$ cat src/rtl/fp_add_pipe.sv
// fp_add_pipe: 3-stage pipelined float adder, flush-to-zero.
// Ports: clk, rst (sync, high), in_valid/in_ready, a, b in;
//   out_valid/out_ready, result (a+b), ovf (finite overflow) out.
// Macro FP_ADD_PIPE_RNE_EN: round nearest-even (else truncate).
module fp_add_pipe #(
  parameter int EXP_W = 5,
  parameter int MAN_W = 10,
  localparam int W = 1 + EXP_W + MAN_W
) (
  input  logic         clk,
  input  logic         rst,
  input  logic         in_valid,
  output logic         in_ready,
  input  logic [W-1:0] a,
  input  logic [W-1:0] b,
  output logic         out_valid,
  input  logic         out_ready,
  output logic [W-1:0] result,
  output logic         ovf
);
`ifdef FP_ADD_PIPE_RNE_EN
  localparam bit RNE = 1'b1;
`else
  localparam bit RNE = 1'b0;
`endif
  // hidden + mantissa + guard/round/sticky
  localparam int XW = MAN_W + 4;
  localparam int SW = XW + 1;
  localparam int EMAX = (1 << EXP_W) - 1;
  localparam logic [EXP_W-1:0] SMAX = EXP_W'(MAN_W + 3);
  localparam logic [W-1:0] QNAN =
    {1'b0, {EXP_W{1'b1}}, 1'b1, {(MAN_W-1){1'b0}}};

  typedef struct packed {
    logic             sgn;
    logic             sub;
    logic             spec;
    logic [W-1:0]     sval;
    logic [EXP_W-1:0] exp;
    logic [XW-1:0]    big;
    logic [XW-1:0]    sml;
  } s1_t;

  typedef struct packed {
    logic             sgn;
    logic             zsg;
    logic             spec;
    logic [W-1:0]     sval;
    logic [EXP_W-1:0] exp;
    logic [SW-1:0]    sum;
  } s2_t;

  logic v1, v2, v3;
  logic en1, en2, en3;
  s1_t  s1_d, r1;
  s2_t  s2_d, r2;
  logic [W-1:0] res_d;
  logic         ovf_d;

  assign en3 = !v3 || out_ready;
  assign en2 = !v2 || en3;
  assign en1 = !v1 || en2;
  assign in_ready  = en1;
  assign out_valid = v3;

  // S1: unpack, order by magnitude, align smaller operand
  logic sa, sb, za, zb, ia, ib, nan;
  logic [EXP_W-1:0] ea, eb, es, d, dd;
  logic [MAN_W-1:0] ma, mb;
  logic [W-2:0]  ka, kb;
  logic [XW-1:0] xa, xb, xs, mask;
  logic swap;

  assign {sa, ea, ma} = a;
  assign {sb, eb, mb} = b;
  assign za = ea == '0;
  assign zb = eb == '0;
  assign ia = &ea && mb == mb && ma == '0;
  assign ib = &eb && mb == '0;
  assign nan = (&ea && ma != '0) || (&eb && mb != '0)
             || (ia && ib && sa != sb);
  // subnormals are treated as zero magnitude
  assign ka = za ? '0 : a[W-2:0];
  assign kb = zb ? '0 : b[W-2:0];
  assign xa = za ? '0 : {1'b1, ma, 3'b000};
  assign xb = zb ? '0 : {1'b1, mb, 3'b000};
  assign swap = kb > ka;
  assign xs = swap ? xa : xb;
  assign es = swap ? ea : eb;
  assign d  = (swap ? eb : ea) - es;
  assign dd = (d > SMAX) ? SMAX : d;
  assign mask = ~({XW{1'b1}} << dd);

  always_comb begin
    s1_d      = '0;
    s1_d.sgn  = swap ? sb : sa;
    s1_d.sub  = sa ^ sb;
    s1_d.exp  = swap ? eb : ea;
    s1_d.big  = swap ? xb : xa;
    s1_d.sml  = (xs >> dd) | XW'(|(xs & mask));
    unique case (1'b1)
      nan: begin
        s1_d.spec = 1'b1;
        s1_d.sval = QNAN;
      end
      !nan && ia: begin
        s1_d.spec = 1'b1;
        s1_d.sval = {sa, {EXP_W{1'b1}}, {MAN_W{1'b0}}};
      end
      !nan && !ia && ib: begin
        s1_d.spec = 1'b1;
        s1_d.sval = {sb, {EXP_W{1'b1}}, {MAN_W{1'b0}}};
      end
      default: ;
    endcase
  end

  // S2: magnitude add/subtract; big >= sml so no borrow out
  always_comb begin
    s2_d      = '0;
    s2_d.sgn  = r1.sgn;
    // exact zero: +0 on cancellation, shared sign for 0+0
    s2_d.zsg  = r1.sub ? 1'b0 : r1.sgn;
    s2_d.spec = r1.spec;
    s2_d.sval = r1.sval;
    s2_d.exp  = r1.exp;
    if (r1.sub)
      s2_d.sum = {1'b0, r1.big} - {1'b0, r1.sml};
    else
      s2_d.sum = {1'b0, r1.big} + {1'b0, r1.sml};
  end

  // S3: normalise, round, pack
  logic [XW-1:0]    norm;
  logic [MAN_W+1:0] rm;
  logic inc, hit, zero, uf, of;
  int   e, lz;

  always_comb begin
    lz  = 0;
    hit = 1'b0;
    for (int i = XW - 1; i >= 0; i--) begin
      if (!hit && !r2.sum[i]) lz = lz + 1;
      if (r2.sum[i]) hit = 1'b1;
    end
    e    = int'(r2.exp);
    norm = '0;
    if (r2.sum[SW-1]) begin
      norm = r2.sum[SW-1:1] | XW'(r2.sum[0]);
      e    = e + 1;
    end else begin
      norm = r2.sum[XW-1:0] << lz;
      e    = e - lz;
    end
    inc = RNE & norm[2] & (norm[3] | norm[1] | norm[0]);
    rm  = {1'b0, norm[XW-1:3]} + (MAN_W+2)'(inc);
    if (rm[MAN_W+1]) begin
      rm = rm >> 1;
      e  = e + 1;
    end
    zero  = r2.sum == '0;
    uf    = e <= 0;
    of    = e >= EMAX;
    res_d = '0;
    ovf_d = 1'b0;
    unique case (1'b1)
      r2.spec: res_d = r2.sval;
      !r2.spec && zero: res_d = {r2.zsg, {(W-1){1'b0}}};
      !r2.spec && !zero && uf:
        res_d = {r2.sgn, {(W-1){1'b0}}};
      !r2.spec && !zero && !uf && of: begin
        ovf_d = 1'b1;
        if (RNE)
          res_d = {r2.sgn, {EXP_W{1'b1}}, {MAN_W{1'b0}}};
        else
          res_d = {r2.sgn, EXP_W'(EMAX - 1), {MAN_W{1'b1}}};
      end
      default:
        res_d = {r2.sgn, EXP_W'(e), rm[MAN_W-1:0]};
    endcase
  end

  always_ff @(posedge clk) begin
    if (rst) begin
      v1     <= 1'b0;
      v2     <= 1'b0;
      v3     <= 1'b0;
      result <= '0;
      ovf    <= 1'b0;
    end else begin
      if (en1) v1 <= in_valid;
      if (en2) v2 <= v1;
      if (en3) begin
        v3 <= v2;
        if (v2) begin
          result <= res_d;
          ovf    <= ovf_d;
        end
      end
    end
  end

  always_ff @(posedge clk) begin
    if (en1 && in_valid) r1 <= s1_d;
    if (en2 && v1) r2 <= s2_d;
  end

endmodule

$ cat config.mk
export PLATFORM = sky130hd
export DESIGN_NAME = fp_add_pipe
export DESIGN_NICKNAME = d
export VERILOG_FILES = /design/src/rtl/fp_add_pipe.sv
export SDC_FILE = /design/constraint.sdc
export NUM_CORES = 1
export LEC_CHECK = 0
export CORE_ASPECT_RATIO = 0.8
export CORE_MARGIN = 4
export CORE_UTILIZATION = 55
export DETAILED_ROUTE_END_ITERATION = 10
export GPL_TIMING_DRIVEN = 0
export PLACE_DENSITY_LB_ADDON = 0.1
export SLEW_MARGIN = 20
export SYNTH_ARGS = -nofsm -noshare
export SYNTH_HDL_FRONTEND = slang
export SYNTH_SLANG_ARGS = --single-unit
$ cat constraint.sdc
create_clock -name clk -period 14.2 [get_ports clk]
set_clock_uncertainty 0.1 [all_clocks]
set_input_delay 3.55 -clock clk [delete_from_list [all_inputs] [get_ports clk]]
set_output_delay 3.55 -clock clk [all_outputs]
set_load 0.03 [all_outputs]
# After elaboration in Yosys (flattened, before gate mapping)
# Index checks and enable logic that the tools add are counted.
dict set report classes {
  order_cmp 4
  mux 43
  n_reduce_logical 79
  n_addsub 18
  n_eq_ne 1
  shift 3
  bitwise_logic 5
}
# cell n
set op_table {}
lappend op_table {{2-to-1 mux 32 bit} 14}
lappend op_table {{adder 32 x 2 -> 32 bit (second input constant)} 13}
lappend op_table {{case mux 16 bit (4 select lines)} 1}
lappend op_table {{2-to-1 mux 14 bit} 4}
lappend op_table {{case mux 17 bit (3 select lines)} 1}
lappend op_table {{2-to-1 mux 15 bit} 3}
lappend op_table {{zero test 1 bit} 34}
lappend op_table {{>= comparator 32 x 6 -> 1 bit (second input constant)} 1}
lappend op_table {{less-or-equal comparator 32 x 1 -> 1 bit (second input constant)} 1}
lappend op_table {{left shift 14 x 32 -> 13 bit} 1}
lappend op_table {{subtractor 6 x 32 -> 32 bit} 1}
lappend op_table {{logical AND 1 bit} 29}
lappend op_table {{zero test 10 bit} 2}
lappend op_table {{nonzero test 10 bit} 2}
lappend op_table {{2-to-1 mux 1 bit} 16}
lappend op_table {{adder 14 x 14 -> 15 bit} 1}
lappend op_table {{> comparator 15 bit} 1}
lappend op_table {{zero test 15 bit} 1}
lappend op_table {{2-to-1 mux 5 bit} 3}
lappend op_table {{subtractor 14 x 14 -> 15 bit} 1}
lappend op_table {{bitwise AND 14 bit} 1}
lappend op_table {{NOT 14 bit} 1}
lappend op_table {{bitwise OR 14 x 1 -> 14 bit} 1}
lappend op_table {{OR reduction 14 bit} 1}
lappend op_table {{other kinds (13)} 19}
dict set report word_totals {
  wordCells 171
  register_bits 111
  out_inout_bits 19
  input_bits 36
}

# Depth between registers and ports, before layout
# Gate-level depths: netlist of the first run.
dict set report depth {
  ltp_word 35
  depth_mapped 53
  ltp_nobuf 53
}

# Least setup slack after synthesis of the first run
# Ideal clock, no wire load.
dict set report synth_timing {
  path_kind {register to register}
  from {register r2[11] (netlist bit)}
  to {register result[4]}
  stages_incl_launch_ff 53
  slack_ns 3.584
  period_less_slack_ns 10.616
  arrival_ns 10.429
  required_time_ns 14.012
  setup_ns 0.088
  n_path_buf 3
  path_cell_list {edfxtp_1 buf_2 a21oi_1 ha_1 o31a_1 ha_1 mux2_2 ha_1 mux2_2 mux2i_1 a21boi_0 ha_1 a21o_1 ha_1 mux2i_1 nand2_1 o21a_1 ha_1 [... 17 more ...] mux2i_1 clkbuf_1 ha_1 nor2b_1 o21ai_0 nand2b_1 a21o_1 a21oi_1 a21oi_1 ha_1 nor4b_1 a21oi_1 a31oi_1 or3_4 nand2_1 buf_4 o21bai_1 nor4_2}
}
dict set report synth_via {
  elab_chain_len 32
  word_cells_on_any_way 73
  classes_between {add/sub (12); order compare (2); shift (1); mux (26); reduce/logical (32)}
}
# element line_no
set synth_lines {}
lappend synth_lines {{from (decl)} 56} ;# s2_t s2_d, r2;
lappend synth_lines {{from (signal assigned)} 205} ;# if (en2 && v1) r2 <= s2_d;
lappend synth_lines {{zero test 1 bit} 143} ;# if (!hit && !r2.sum[i]) lz = lz + 1;
lappend synth_lines {{logical AND 1 bit} 143}
lappend synth_lines {{2-to-1 mux 32 bit} 143}
lappend synth_lines {{adder 32 x 2 -> 32 bit} 143}
lappend synth_lines {{2-to-1 mux 32 bit} 143}
lappend synth_lines {{adder 32 x 2 -> 32 bit} 143}
lappend synth_lines {{2-to-1 mux 32 bit} 143}
lappend synth_lines {{adder 32 x 2 -> 32 bit} 143}
lappend synth_lines {{[... 15 more ...]} n/a}
lappend synth_lines {{adder 32 x 2 -> 32 bit} 143}
lappend synth_lines {{2-to-1 mux 32 bit} 143}
lappend synth_lines {{subtractor 6 x 32 -> 32 bit} 153} ;# e = e - lz;
lappend synth_lines {{2-to-1 mux 32 bit} 148} ;# if (r2.sum[SW-1]) begin
lappend synth_lines {{less-or-equal comparator 32 x 1 -> 1 bit} 162} ;# uf = e <= 0;
lappend synth_lines {{zero test 1 bit} 171} ;# !r2.spec && !zero && !uf && of: begin
lappend synth_lines {{logical AND 1 bit (2 in a row)} 171}
lappend synth_lines {{case mux 16 bit (4 select lines) *} 166} ;# unique case (1'b1)
lappend synth_lines {{to (signal assigned)} 196} ;# result <= res_d;
lappend synth_lines {{to (decl)} 18} ;# output logic [W-1:0] result,
# Every way passes the cells marked *; elsewhere a longest branch is shown, timed or not.
# A chain may end at the register's enable or synchronous reset.

# Worst setup path in the final report of the first run
dict set report layout_timing {
  from {register r2[12] (netlist bit)}
  to {register result[6]}
}
dict set report layout_via {
  elab_chain_len 34
  word_cells_on_any_way 78
  classes_between {add/sub (13); order compare (2); shift (1); mux (28); reduce/logical (34)}
}
# element line_no
set layout_lines {}
lappend layout_lines {{zero test 1 bit} 143}
lappend layout_lines {{logical AND 1 bit} 143}
lappend layout_lines {{2-to-1 mux 32 bit} 143}
lappend layout_lines {{adder 32 x 2 -> 32 bit} 143}
lappend layout_lines {{2-to-1 mux 32 bit} 143}
lappend layout_lines {{adder 32 x 2 -> 32 bit} 143}
lappend layout_lines {{2-to-1 mux 32 bit} 143}
lappend layout_lines {{adder 32 x 2 -> 32 bit} 143}
lappend layout_lines {{[... 17 more ...]} n/a}
lappend layout_lines {{adder 32 x 2 -> 32 bit} 143}
lappend layout_lines {{2-to-1 mux 32 bit} 143}
lappend layout_lines {{subtractor 6 x 32 -> 32 bit} 153}
lappend layout_lines {{2-to-1 mux 32 bit} 148}
lappend layout_lines {{less-or-equal comparator 32 x 1 -> 1 bit} 162}
lappend layout_lines {{zero test 1 bit} 171}
lappend layout_lines {{logical AND 1 bit (2 in a row)} 171}
lappend layout_lines {{case mux 16 bit (4 select lines) *} 166}
# Marked as above.

==> results.json, run 1 <==
{
  "rsz0062_at_grt": "no",
  "post-route-period-util_pct": 85.2,
  "synth_warnings": 0,
  "std_cell_rows": 39,
  "die_h_microns": 116,
  "p_total_uw": 985,
  "cts_buffers": 9,
  "fmax_mhz": 82.7,
  "ys.flop_type": "edfxtp_1",
  "hold_buffers": 0,
  "clock_path_buffers": 2,
  "routedWlPerCell_microns": 16.7,
  "port_buffers": 54,
  "grt_max_degree": 26,
  "min_path_type": "reg2reg",
  "ys_seq_area_share_pct": 27.7,
  "boundaryPins": 55,
  "cp_max_fo": 10,
  "fin_tns_setup_ns": 0,
  "p_per_area_mw_per_mm2": 108,
  "dieArea_sq_mm": 0.0165,
  "synth_top_area_cell": "edfxtp_1",
  "place_worst_setup_slack_ns": 2.32,
  "core_area_sq_mm": 0.0142,
  "slew_violations": 0,
  "routed_wl_microns": 21000,
  "slowest_delay_ns": 0.68,
  "clk_latency_ns": 0.34,
  "antenna_found_initial": 0,
  "critPathCaptureType": "flip-flop",
  "grtUsageTotal_pct": 25.3,
  "synthDistinctLibCells": 84,
  "drc": 0,
  "worstMarginPinSlew_ns": 0.858,
  "whs_ns": 0.316,
  "status": "complete, no violations",
  "syn_area_sq_mm": 0.00796,
  "setup-violations-final": 0,
  "async_flop_share_pct": 0,
  "ff2ff_path_depth": 53,
  "synth_common_cells": "113 x nand2_1, 96 x nor2_1, 62 x a21oi_1, 60 x edfxtp_1",
  "gr-total-overflow": 0,
  "peakVddDrop_mv": 0.0657,
  "die_x_microns": 143,
  "period_minus_slack_ns": 12.09,
  "crit_arrival_ns": 12.25,
  "syn_to_final_growth_pct": 14.6,
  "post_drt_via_cell_ratio": 6.20,
  "crit_family": "adder cells",
  "crit_slowest_cell": "mux2i_1",
  "h-tree-depth": 3,
  "antennaDiodeCount": 0,
  "dp_cells": 1243,
  "synth_seq_cells": 80,
  "synth_fp_nets": 1087,
  "p_leak_nw": 3.43,
  "gp_congestion": 0.944,
  "finish.utilization_pct": 64.0,
  "synth_top_area_share_pct": 22.6,
  "dp_hpwl_microns": 16600,
  "start_util_pct": 55.9,
  "ant_nets": 0,
  "grt_pass1_wl_microns": 34400,
  "cp_common_cell": "ha_1",
  "hold-path-cell-count": 0,
  "drive_gt1_share_pct": 5.21,
  "relSlewSlack_pct": 41.1,
  "path_depth": 53,
  "clk_transition_reported_paths_ns": 0.06,
  "first_global_vias": 7127,
  "finalInstanceArea_sq_mm": 0.00913,
  "synth_area_leaders": "edfxtp_1 23%, ha_1 7.4%, nand2_1 5.3%",
  "cts.sinks": 80,
  "syn_area_per_cell_sq_um": 7.94,
  "placed_cell_area_sq_mm": 0.00880,
  "drtPass1Iterations": 7,
  "final_net_count": 1154,
  "finalHoldViolations": 0,
  "cts_root_buf": "clkbuf_16",
  "maxCapViolations": 0,
  "syn_inst": 1003,
  "cp.required_ns": 14.36,
  "cts_tree": "built",
  "fin_cells": 1259,
  "setup_slack_ns": 2.11,
  "synth_most_common_cell": "nand2_1",
  "cts_setup_buffers": 0,
  "vias": 7800,
  "cp-start-kind": "flip-flop",
  "first_iter_violations": 799,
  "cts_resized": 0,
  "path_class": "reg2reg",
  "synth_edf_count": 60,
  "critPathBufInv": 2
}
## cells by family (layout without fill, tap and decap cells)
family,count (synthesis),after routing,share of synthesized area [%]
AO/OA/AOI/OAI,266,266,21.9
XOR/XNOR,53,53,6.18
adder cells (fa/ha/maj),50,50,7.89
buffers and inverters,89,161,4.35
flip-flops,80,80,27.7
multiplexers,43,43,5.70
other,1,1,0.0471
AND/OR/NAND/NOR,421,421,26.3
## registers in the layout, summed over array words and instances, names as in the netlist
register   count
out_valid      1
v2             1
r1            35
r2            25
ovf            1
result        16
v1             1
## layout make-up
cell class                      count  area [sq um]
Buffer                             54           215
Clock buffer                        9           225
Clock inverter                      7           101
Fill cell                        1292          5120
Inverter                           35           131
Multi-Input combinational cell    834          5450
Sequential cell                    80          2200
Tap cell                          184           230
Timing Repair Buffer               56           573
## power by group
| part | switching (mW) | internal (mW) |
|---|---|---|
| logic | 0.250 | 0.173 |
| registers | 0.0218 | 0.291 |
| clock network | 0.0932 | 0.156 |
| total | 0.365 | 0.620 |
## final timing paths
path / start / to / slack, ns
setup / recovery: r2[12]$_DFFE_PP_ / result[6]$_SDFFE_PP0P_ / 2.11
hold / removal: r1[42]$_SDFFCE_PN0P_ / r2[29]$_DFFE_PP_ / 0.32
setup reg to reg: r2[12]$_DFFE_PP_ / result[6]$_SDFFE_PP0P_ / 2.11
hold reg to reg: r1[42]$_SDFFCE_PN0P_ / r2[29]$_DFFE_PP_ / 0.32
## layer usage
layer / global-route usage (%) / routed length, microns / up-vias
met4: 7.22 / 480 / 0
li1: - / - / 3852
met2: 41.5 / 9560 / 335
met1: 34.6 / 9430 / 3561
met5: 0 / 0 / -
met3: 4.54 / 1550 / 52
## worst register-to-register path, delay by kind of cell (launching register included)
kind	cells	cell delay, ns
fa+ha+maj	13	4.00
compound gates	21	3.25
mux	7	1.95
simple gates	10	1.65
buf+inv	2	0.58
flops	1	0.50
## cells in the final DEF (no fill, tap or decap), types with 9 or more instances in the layout
master,n
o21a_1,15
inv_1,34
dfxtp_1,20
a21oi_1,62
o21ai_0,47
nand3_1,31
and3_1,12
nand2b_1,21
xnor2_1,39
ha_1,47
nor2_1,96
clkbuf_1,48
nand2_1,113
a31oi_1,22
nand4_1,18
o211ai_1,10
clkbuf_16,9
xor2_1,12
and2_1,9
edfxtp_1,60
mux2i_1,33
nor2b_1,23
o21ai_1,9
a21o_1,13
clkdlybuf4s50_1,54
nor3_1,48
a211oi_1,12
Power figures use the tool's default switching activity.
==> inputs of run 2 (changes only) <==
- MAX_ROUTING_LAYER: not set -> met4
- clock period: 14.2 -> 14 ns (I/O delays scaled with it)
==> run 2 against run 1 <==
  * Clock power fell by 3%
  * Worst setup slack worse by 0.17 ns
  * Global-route usage is 1.3 points higher
  * Non-clock buffer count grew 1
  * First-iteration DRC count down 20%
  * Via count shrank 0.33%
  * Highest routed layer unchanged
==> results.json, run 2 (synthesis results as in run 1) <==
{
  "status": "complete, no violations",
  "clk_latency_ns": 0.34,
  "clk_transition_reported_paths_ns": 0.06,
  "routedWlPerCell_microns": 16.9,
  "syn_to_final_growth_pct": 14.8,
  "gp_congestion": 0.942,
  "worstMarginPinSlew_ns": 0.864,
  "rsz0062_at_grt": "no",
  "swShare_pct": 38.0,
  "hold-path-endpoint": "r2[34]$_DFFE_PP_",
  "critPathCaptureType": "flip-flop",
  "finalHoldViolations": 0,
  "p_leak_nw": 3.44,
  "port_buffers": 54,
  "place_worst_setup_slack_ns": 2.01,
  "hold-path-cell-count": 0,
  "post-route-period-util_pct": 86.2,
  "gr-total-overflow": 0,
  "cts_root_buf": "clkbuf_16",
  "drtPass1Iterations": 5,
  "peakVddDrop_mv": 0.0802,
  "p_seq_share_pct": 32.1,
  "cts_resized": 0,
  "whs_ns": 0.320,
  "min_path_type": "reg2reg",
  "setup-violations-final": 0,
  "hold_buffers": 0,
  "std_cell_rows": 39,
  "ff2ff_path_depth": 53,
  "cts_buffers": 9,
  "slowest_delay_ns": 0.68,
  "p_switching_uw": 376,
  "layout_commonest_cell": "nand2_1",
  "core_area_sq_mm": 0.0142,
  "top_regs": "r1 (35), r2 (25), result (16)",
  "grtUsageTotal_pct": 26.6,
  "die_h_microns": 116,
  "hp-start": "r1[47]$_SDFFCE_PN0P_",
  "p_int_uw": 614,
  "cts_setup_buffers": 0,
  "drc": 0,
  "r2r-end": "result[6]$_SDFFE_PP0P_",
  "final_net_count": 1155,
  "dieArea_sq_mm": 0.0165,
  "path_class": "reg2reg",
  "cp_common_cell": "ha_1",
  "cts_tree": "built",
  "crit_slowest_cell": "mux2i_1",
  "p_clk_share_pct": 24.5,
  "first_iter_violations": 643,
  "grt_max_degree": 26,
  "drive_gt1_share_pct": 5.39,
  "routed_wl_microns": 21300,
  "boundaryPins": 55,
  "p_total_uw": 990,
  "start_util_pct": 55.9,
  "r2r_slack_ns": 1.94,
  "r2r_start": "r2[12]$_DFFE_PP_",
  "grt.met1_usage_pct": 36.9,
  "dp_cells": 1244,
  "setup_slack_ns": 1.94,
  "vias": 7774,
  "period_minus_slack_ns": 12.06,
  "largest_register": "r1",
  "cp-start-kind": "flip-flop",
  "final_cell_mix": "113 x nand2_1, 96 x nor2_1, 62 x a21oi_1, 60 x edfxtp_1, 54 x clkdlybuf4s50_1",
  "first_global_vias": 7035,
  "fmax_mhz": 82.9,
  "relSlewSlack_pct": 40.8,
  "comb_power_share_pct": 43.5,
  "maxCapViolations": 0,
  "cp_max_fo": 10,
  "slew_violations": 0,
  "p_per_area_mw_per_mm2": 108,
  "busiest_layer": "met2",
  "dp_hpwl_microns": 16800,
  "ant_nets": 0,
  "cts.sinks": 80,
  "cp.required_ns": 14.16,
  "fin_tns_setup_ns": 0,
  "h-tree-depth": 3,
  "clock_path_buffers": 2,
  "fin_cells": 1260,
  "antenna_found_initial": 0,
  "grt_pass1_wl_microns": 35000,
  "grtUsageMet3_pct": 4.58,
  "met2_usage_pct": 40.0,
  "largest_reg_flops": 35,
  "crit_arrival_ns": 12.22,
  "antennaDiodeCount": 0,
  "post_drt_via_cell_ratio": 6.17,
  "die_x_microns": 143
}
[run 2: cell types whose count changed in the layout (fill, tap and decap cells not counted)]
cell | before | now
buf_16 | 1 | 2
bufinv_16 | 2 | 1
clkinv_1 | 2 | 1
clkinv_4 | 1 | 3
inv_6 | 2 | 1
inv_8 | 1 | 2
[run 2: final cells by class]
| class | count | area [sq um] |
|---|---|---|
| clock inverters | 7 | 87.6 |
| multi-input cells | 834 | 5450 |
| flip-flops and latches | 80 | 2200 |
| clock buffers | 9 | 225 |
| fillers | 1291 | 5110 |
| inverters | 35 | 131 |
| well taps | 184 | 230 |
| plain buffers | 54 | 215 |
| repair buffers | 57 | 601 |
[run 2: worst max-delay path by stage]
stage	slack (ns)	cells after the start	endpoint	start
floorplan	3.38	52	result[4]$_SDFFE_PP0P_	r2[11]$_DFFE_PP_
global placement	2.23	53	result[6]$_SDFFE_PP0P_	r2[11]$_DFFE_PP_
detailed placement	2.01	53	result[6]$_SDFFE_PP0P_	r2[12]$_DFFE_PP_
CTS	1.96	53	result[6]$_SDFFE_PP0P_	r2[12]$_DFFE_PP_
global route	0.63	53	result[6]$_SDFFE_PP0P_	r2[12]$_DFFE_PP_
finish	1.94	53	result[6]$_SDFFE_PP0P_	r2[12]$_DFFE_PP_
[run 2: power groups by stage]
stage / registers, mW / clock network (mW) / logic [mW]
6_report: 0.317 / 0.242 / 0.430
5_1_grt: 0.320 / 0.256 / 0.481
3_3_place_gp: 0.322 / 0 / 0.415
2_1_floorplan: 0.320 / 0 / 0.317
3_5_place_dp: 0.322 / 0 / 0.422
4_1_cts: 0.317 / 0.246 / 0.426
[run 2: through the flow]
stage                     utilization, %  instance area, sq um
after floorplan                        -                  7960
after global placement              61.3                  8730
after detailed placement            61.9                  8830
after CTS                           64.1                  9140
after global routing                64.1                  9140
final                               64.1                  9140
[run 2: worst max-delay path, delay by kind of cell, from the launching register on]
kind,cells,cell delay [ns]
buffers and inverters,2,0.56
DFF,1,0.49
adders and majority gates,13,4.00
muxes,7,1.91
and+or+nand+nor,10,1.64
AOI/OAI and AO/OA,21,3.25
[run 2: layer usage]
layer | vias to the layer above | routed length, microns
li1 | 3869 | -
met1 | 3558 | 9800
met2 | 306 | 9520
met3 | 41 | 1460
met4 | 0 | 530
met5 | - | 0
==> inputs of run 3 (changes only) <==
- CORE_MARGIN: 4 -> 3
- PLACE_DENSITY: not set -> 0.76
- PLACE_DENSITY_LB_ADDON: 0.1 -> not set
==> run 3 against run 2 <==
  * Critical path depth stayed put
  * Sequential power hardly changed
  * Worst setup slack worse by 0.16 ns
  * Routed wire length is 1.4% higher
  * Via count is 1.9% higher
  * Clock power is 2% higher
  * Largest cell class unchanged
  * Highest routed layer unchanged
==> results.json, run 3 (synthesis results as in run 1) <==
{
  "slowest_delay_ns": 0.65,
  "finalInstanceArea_sq_mm": 0.00913,
  "cts.sinks": 80,
  "dieArea_sq_mm": 0.0160,
  "ff2ff_path_depth": 53,
  "period_minus_slack_ns": 12.23,
  "syn_to_final_growth_pct": 14.6,
  "hold-path-endpoint": "r2[29]$_DFFE_PP_",
  "cp_common_cell": "ha_1",
  "drive_gt1_share_pct": 5.02,
  "die_h_microns": 114,
  "min_path_type": "reg2reg",
  "slew_violations": 0,
  "final_net_count": 1154,
  "clk_latency_ns": 0.34,
  "layout_commonest_cell": "nand2_1",
  "drc": 0,
  "antenna_found_initial": 0,
  "fmax_mhz": 81.8,
  "cp-start-kind": "flip-flop",
  "cp.required_ns": 14.16,
  "status": "complete, no violations",
  "std_cell_rows": 38,
  "crit_arrival_ns": 12.38,
  "hold_buffers": 0,
  "dp_hpwl_microns": 17000,
  "critPathBufInv": 2,
  "largest_reg_flops": 35,
  "cts_setup_buffers": 0,
  "grt_max_degree": 25,
  "fillCellCount": 1192,
  "port_buffers": 54,
  "first_iter_violations": 743,
  "p_total_mw": 1.00,
  "routedWlPerCell_microns": 17.2,
  "worstMarginPinSlew_ns": 0.862,
  "cts_buffers": 9,
  "p_per_area_mw_per_mm2": 110,
  "clock_path_buffers": 2,
  "post_drt_via_cell_ratio": 6.31,
  "finalHoldViolations": 0,
  "setup-violations-final": 0,
  "cts_root_buf": "clkbuf_16",
  "path_class": "reg2reg",
  "r2r-end": "result[6]$_SDFFE_PP0P_",
  "grtUsageTotal_pct": 27.8,
  "largest_register": "r1",
  "maxCapViolations": 0,
  "dp_cells": 1239,
  "fin_tns_setup_ns": 0,
  "crit_family": "adder cells",
  "boundaryPins": 55,
  "cts_tree": "built",
  "start_util_pct": 57.6,
  "core_area_sq_mm": 0.0138,
  "top_regs": "r1 (35), r2 (25), result (16)",
  "cp_max_fo": 10,
  "p_leak_nw": 3.43,
  "h-tree-depth": 3,
  "first_global_vias": 7156,
  "peakVddDrop_mv": 0.0761,
  "hold-path-cell-count": 0,
  "r2r_start": "r2[12]$_DFFE_PP_",
  "r2r_slack_ns": 1.77,
  "fin_cells": 1255,
  "post-route-period-util_pct": 87.3,
  "grt_pass1_wl_microns": 35600,
  "ant_nets": 0,
  "cts_resized": 0,
  "drtPass1Iterations": 8,
  "relSlewSlack_pct": 42.3,
  "rsz0062_at_grt": "no",
  "routed_wl_microns": 21600,
  "antennaDiodeCount": 0,
  "gp_congestion": 0.964,
  "finish.utilization_pct": 66.0,
  "die_x_microns": 141,
  "clk_transition_reported_paths_ns": 0.06,
  "vias": 7919,
  "placed_cell_area_sq_mm": 0.00882,
  "cp-startpoint": "r2[12]$_DFFE_PP_",
  "crit_slowest_cell": "mux2i_1",
  "critPathCaptureType": "flip-flop",
  "gr-total-overflow": 0,
  "hp-start": "r1[42]$_SDFFCE_PN0P_",
  "final_cell_mix": "113 x nand2_1, 96 x nor2_1, 62 x a21oi_1, 60 x edfxtp_1, 54 x clkdlybuf4s50_1"
}
run 3: per-layer routing:
layer / vias to the layer above / global-route usage (%) / part of all wire, %
li1: 3856 / - / -
met1: 3668 / 38.6 / 45
met2: 362 / 43.4 / 45
met3: 33 / 4.78 / 8.1
met4: 0 / 5.62 / 1.6
met5: - / - / 0
run 3: final cells by class:
class	count	area, sq um	area share (%)
tap	180	225	2.47
buffer	54	215	2.36
sequential	80	2200	24.1
multi-input combinational	834	5450	59.7
timing repair buffer	56	596	6.52
clock buffer	10	229	2.51
inverter	35	131	1.44
clock inverter	6	83.8	0.918
run 3: metrics by stage:
step,setup slack (ns),hold WS [ns]
2_1_floorplan,3.38,0.300
3_3_place_gp,2.10,0.302
3_5_place_dp,1.96,0.305
4_1_cts,1.89,0.315
5_1_grt,0.636,0.318
6_report,1.77,0.310
run 3: how the worst max path moves through the flow:
stage | endpoint | cells after the start | slack (ns)
floorplan | result[4]$_SDFFE_PP0P_ | 52 | 3.38
global placement | result[6]$_SDFFE_PP0P_ | 53 | 2.10
detailed placement | result[6]$_SDFFE_PP0P_ | 53 | 1.96
CTS | result[6]$_SDFFE_PP0P_ | 53 | 1.89
global route | result[6]$_SDFFE_PP0P_ | 53 | 0.64
finish | result[6]$_SDFFE_PP0P_ | 53 | 1.77
run 3: power by group:
group | switching [mW] | internal, mW | leakage (nW)
registers | 0.0236 | 0.295 | 0.736
clock network | 0.0913 | 0.155 | 0.148
logic | 0.261 | 0.177 | 2.54
total | 0.376 | 0.627 | 3.43
